File: config.mk
export PLATFORM = sky130hd
export DESIGN_NAME = mem_wb_stage
export DESIGN_NICKNAME = d
export VERILOG_FILES = /design/src/rtl/mem_wb_stage.sv
export SDC_FILE = /design/constraint.sdc
export NUM_CORES = 2
export LEC_CHECK = 0
export BUFFER_PORTS_ARGS = -buffer_cell sky130_fd_sc_hd__buf_4
export CAP_MARGIN = 0
export CORE_UTILIZATION = 50
export CTS_CLUSTER_DIAMETER = 80
export DETAILED_ROUTE_END_ITERATION = 8
export PLACE_DENSITY = 0.75
export SYNTH_ARGS = -nofsm -noshare
export SYNTH_HDL_FRONTEND = slang
export SYNTH_SLANG_ARGS = --single-unit
export TNS_END_PERCENT = 1
File: constraint.sdc
create_clock -name clk -period 6.6 [get_ports clk]
set_input_delay 0.33 -clock clk [delete_from_list [all_inputs] [get_ports clk]]
set_output_delay 0.33 -clock clk [all_outputs]
set_load 0.005 [all_outputs]
File: src/rtl/mem_wb_stage.sv
// Memory-access stage fused with the MEM/WB pipeline register.
// Word memory with a fixed multi-cycle access latency; stalls upstream until the access completes.
module mem_wb_stage #(
    parameter int unsigned LATENCY = 2,
    parameter int unsigned ADDR_W  = 6
) (
    input  logic        clk,
    input  logic        rst_n,
    input  logic        WB_EN_in,
    input  logic        MEM_R_EN_in,
    input  logic        MEM_W_EN_in,
    input  logic [31:0] aluRes_in,
    input  logic [31:0] Val_Rm,
    input  logic [3:0]  Dest_in,
    output logic        stall,
    output logic        WB_EN,
    output logic        MEM_R_EN,
    output logic [31:0] memData,
    output logic [31:0] aluRes,
    output logic [3:0]  Dest
);

    localparam int unsigned Depth   = 1 << ADDR_W;
    localparam logic [3:0]  LastCnt = 4'(LATENCY - 1);

    typedef enum logic {StIdle, StWait} state_e;

    state_e            state_q, state_d;
    logic [3:0]        cnt_q, cnt_d;
    logic              mem_op;
    logic              complete;
    logic [ADDR_W-1:0] addr;
    logic [31:0]       rdata;
    logic [31:0]       mem_q [Depth];

    logic              wb_en_q;
    logic              mem_r_en_q;
    logic [31:0]       mem_data_q;
    logic [31:0]       alu_res_q;
    logic [3:0]        dest_q;

    // Byte-offset bits and bits above the word index are intentionally ignored (address wraps).
    logic unused_addr_bits;
    assign unused_addr_bits = ^{aluRes_in[31:ADDR_W+2], aluRes_in[1:0]};

    assign mem_op   = MEM_R_EN_in | MEM_W_EN_in;
    assign addr     = aluRes_in[ADDR_W+1:2];
    assign stall    = mem_op & (cnt_q != LastCnt);
    assign complete = ~stall;
    assign rdata    = mem_q[addr];

    always_comb begin
        state_d = state_q;
        cnt_d   = cnt_q;
        unique case (state_q)
            StIdle: begin
                if (!complete) begin
                    state_d = StWait;
                    cnt_d   = 4'd1;
                end
            end
            StWait: begin
                if (complete) begin
                    state_d = StIdle;
                    cnt_d   = '0;
                end else begin
                    cnt_d = cnt_q + 4'd1;
                end
            end
            default: begin
                state_d = StIdle;
                cnt_d   = '0;
            end
        endcase
    end

    always_ff @(posedge clk or negedge rst_n) begin
        if (!rst_n) begin
            state_q <= StIdle;
            cnt_q   <= '0;
        end else begin
            state_q <= state_d;
            cnt_q   <= cnt_d;
        end
    end

    // Store commits only on the completion edge, so an aborted access never writes.
    always_ff @(posedge clk or negedge rst_n) begin
        if (!rst_n) begin
            for (int i = 0; i < Depth; i++) begin
                mem_q[i] <= '0;
            end
        end else if (complete && MEM_W_EN_in) begin
            mem_q[addr] <= Val_Rm;
        end
    end

    always_ff @(posedge clk or negedge rst_n) begin
        if (!rst_n) begin
            wb_en_q    <= 1'b0;
            mem_r_en_q <= 1'b0;
            mem_data_q <= '0;
            alu_res_q  <= '0;
            dest_q     <= '0;
        end else if (complete) begin
            wb_en_q    <= WB_EN_in;
            mem_r_en_q <= MEM_R_EN_in;
            mem_data_q <= rdata;
            alu_res_q  <= aluRes_in;
            dest_q     <= Dest_in;
        end else begin
            // Bubble: control bits cleared, data fields hold.
            wb_en_q    <= 1'b0;
            mem_r_en_q <= 1'b0;
        end
    end

    assign WB_EN    = wb_en_q;
    assign MEM_R_EN = mem_r_en_q;
    assign memData  = mem_data_q;
    assign aluRes   = alu_res_q;
    assign Dest     = dest_q;

endmodule

==> flow_summary.ini <==
[min_path]
min_path_type = primary input to register
whs_path_depth = 4

[grt]
track_usage_pct = 32.3
grt_pass1_wl_microns = 456000
grt_max_degree = 186
overflow = 0
grt_pass1_vias = 64600
antenna_found_initial = 7

[floorplanning]
start_util_pct = 50.5
ios = 144
coreArea_sq_um = 191000
placementRows = 160
fp.dieW_microns = 441
die_h_microns = 441
dieArea_sq_um = 195000

[clocking]
clk_pin_slew_ps = 60
root_buffer = clkbuf_16
cts-buffers-inserted = 212
cts_num_sinks = 2123
cts_tree = yes
cts_buffer_depth = 3
worstSkewPairLatency_ps = 870
htree_levels = 4
cts_resized = 0

[setup_path]
cp_max_fo = 42
setup.worst_path.class = register to output port
cp-start-kind = register
cpMaxStageDelayCell = clkinv_2
r2r_cells = 9
worstPathArrival_ps = 4060
slowest_delay_ps = 870
critPathRequiredTime_ps = 6270
endpoint_kind = output port
worstPathCellList = inv_1 > ha_1 > nor3b_2 > or2_4 > clkinv_2 > buf_4 > buf_4
cp_common_cell = buf_4

[drt]
routed_wl_microns = 314000
drt.antenna.violating_nets = 0
first_iter_violations = 7529
via_per_inst = 6.72
dr.pass1.iters = 9
vias = 62800
drc = 0
wl_per_cell_microns = 33.6

[finish]
final_area_sq_um = 107000
layout-drive-gt1-share_pct = 45.7
fin_cells = 9347
mostFrequentLayoutCell = mux2_2
nNetsFinal = 6731
final_cell_mix = mux2_2 (2180), dfrtp_1 (2123), buf_4 (296)
area_delta_synth_final_pct = 10.6

[logic_synthesis]
synth_edf_count = 0
synth-async-reset-ratio_pct = 100
synthDistinctLibCells = 74
synth_top_area_cell = dfrtp_1
seq_area_frac_synth_pct = 55.1
synth_warnings = 0
synth_top_area_share_pct = 55.1
synth_fp_nets = 6861
avgSynthCellArea_sq_um = 14.2
synth_seq_cells = 2123
ys.flop_type = dfrtp_1
syn_area_sq_um = 96400
synth_area_leaders = dfrtp_1 (55%), mux2_2 (25%), mux4_2 (3.9%)
syn_inst = 6786

[place]
placed_area_sq_um = 99000
port_buffers = 143
gp_congestion = 0.894
post-place-ws_ps = 2560
place_inst = 8916
hpwl_microns = 183000

[timing]
maxSlewHeadroom_pct = 1.94
holdWs_ps = 74.9
max_freq_mhz = 228
finalHoldViolCount = 0
fin_crit_sh_pct = 66.4
min_period_ps = 4390
fin_setup_tns_ps = 0
fin_skew_ps = 50.5
rsz0062_at_grt = false
setup_ws_ps = 2210
worstMarginPinSlew_ps = 1470
drv_slew = 0
setup_viol = 0

[power]
p_leak_nw = 52.0
peakVddDrop_mv = 0.254
power_density_nw_per_um2 = 331

[status]
status = complete, no violations

[run]
maxCapViolCount = 0
==> worst paths after layout <==
check / from / endpoint / slack (ps)
max: cnt_q[1]$_DFFE_PN0P_ / stall / 2210
min: MEM_W_EN_in / memData[5]$_DFFE_PN0N_ / 70
max reg2reg: cnt_q[1]$_DFFE_PN0P_ / memData[24]$_DFFE_PN0N_ / 2490
min reg2reg: aluRes[10]$_DFFE_PN0N_ / aluRes[10]$_DFFE_PN0N_ / 470
max in group asynchronous: rst_n / mem_q[283]$_DFFE_PN0P_ / 4610
min in group asynchronous: rst_n / mem_q[1688]$_DFFE_PN0P_ / 210
==> worst max-delay path, delay by kind of cell (launching register included) <==
family / cells / cell delay, ps
flops: 1 / 410
buf+inv: 4 / 1740
simple gates: 2 / 810
fa+ha+maj: 1 / 150
==> layer usage <==
| layer | track usage (%) | vias up | share of wire [%] |
|---|---|---|---|
| met5 | 0 | - | 0.0092 |
| met4 | 18.6 | 6 | 6.5 |
| met3 | 9.11 | 1011 | 11 |
| met2 | 48.3 | 3604 | 45 |
| met1 | 42.2 | 33300 | 38 |
| li1 | - | 24900 | - |
==> cells in the mapped netlist, drive strengths merged (5+ instances only) <==
| master | n |
|---|---|
| a211oi | 17 |
| a21oi | 117 |
| a221o | 35 |
| a221oi | 186 |
| a222oi | 17 |
| a22o | 35 |
| a22oi | 137 |
| a31oi | 30 |
| and2 | 5 |
| and3 | 6 |
| buf | 440 |
| clkbuf | 260 |
| dfrtp | 2123 |
| mux2 | 2209 |
| mux2i | 286 |
| mux4 | 169 |
| nand2 | 259 |
| nand3 | 25 |
| nand3b | 5 |
| nand4 | 5 |
| nor2 | 111 |
| nor2b | 7 |
| nor3 | 9 |
| o2111ai | 5 |
| o211ai | 16 |
| o21ai | 95 |
| o221ai | 9 |
| o22a | 14 |
| o22ai | 73 |
| o2bb2ai | 11 |
| o32a | 15 |
==> cell families after synthesis <==
| kind of cell | share of synthesized area (%) |
|---|---|
| buffers and inverters | 3.68 |
| AND/OR/NAND/NOR | 2.06 |
| adder cells (fa/ha/maj) | 0.0260 |
| AO/OA/AOI/OAI | 6.40 |
| flip-flops | 55.1 |
| multiplexers | 32.7 |
==> cell type report <==
class                   count  area, sq um
repair buffers            356         3050
clock inverters            68          906
well taps                2511         3140
diodes                      7         17.5
inverters                   5         28.8
fillers                 15000        84100
clock buffers             319         6390
multi-input cells        3958        40000
flip-flops and latches   2123        53100
==> where the power goes <==
group / switching (W) / internal, W / leakage, nW / total (W)
Sequential: 0.00136 / 0.0154 / 28.9 / 0.0168
Clock: 0.00527 / 0.00727 / 3.62 / 0.0125
Combinational: 0.00298 / 0.00304 / 19.4 / 0.00602
==> registers in the layout (all words and copies together) (netlist names) <==
signal and flops:
WB_EN 1, state_q 1, mem_q 2048, MEM_R_EN 1
aluRes 32, cnt_q 4, Dest 4, memData 32
==> timing repair <==
action,4_1_cts,5_1_grt
hold buffers,37,0
setup buffers,0,0
hold endpoints to repair,512,0
==> through the flow <==
step                      util (%)  power (W)
after floorplan                  -     0.0204
after global placement        51.9     0.0225
after detailed placement      51.9     0.0229
after CTS                     55.9     0.0353
after global routing          55.9     0.0365
final                         55.9     0.0353
(Power assumes the default switching activity.)
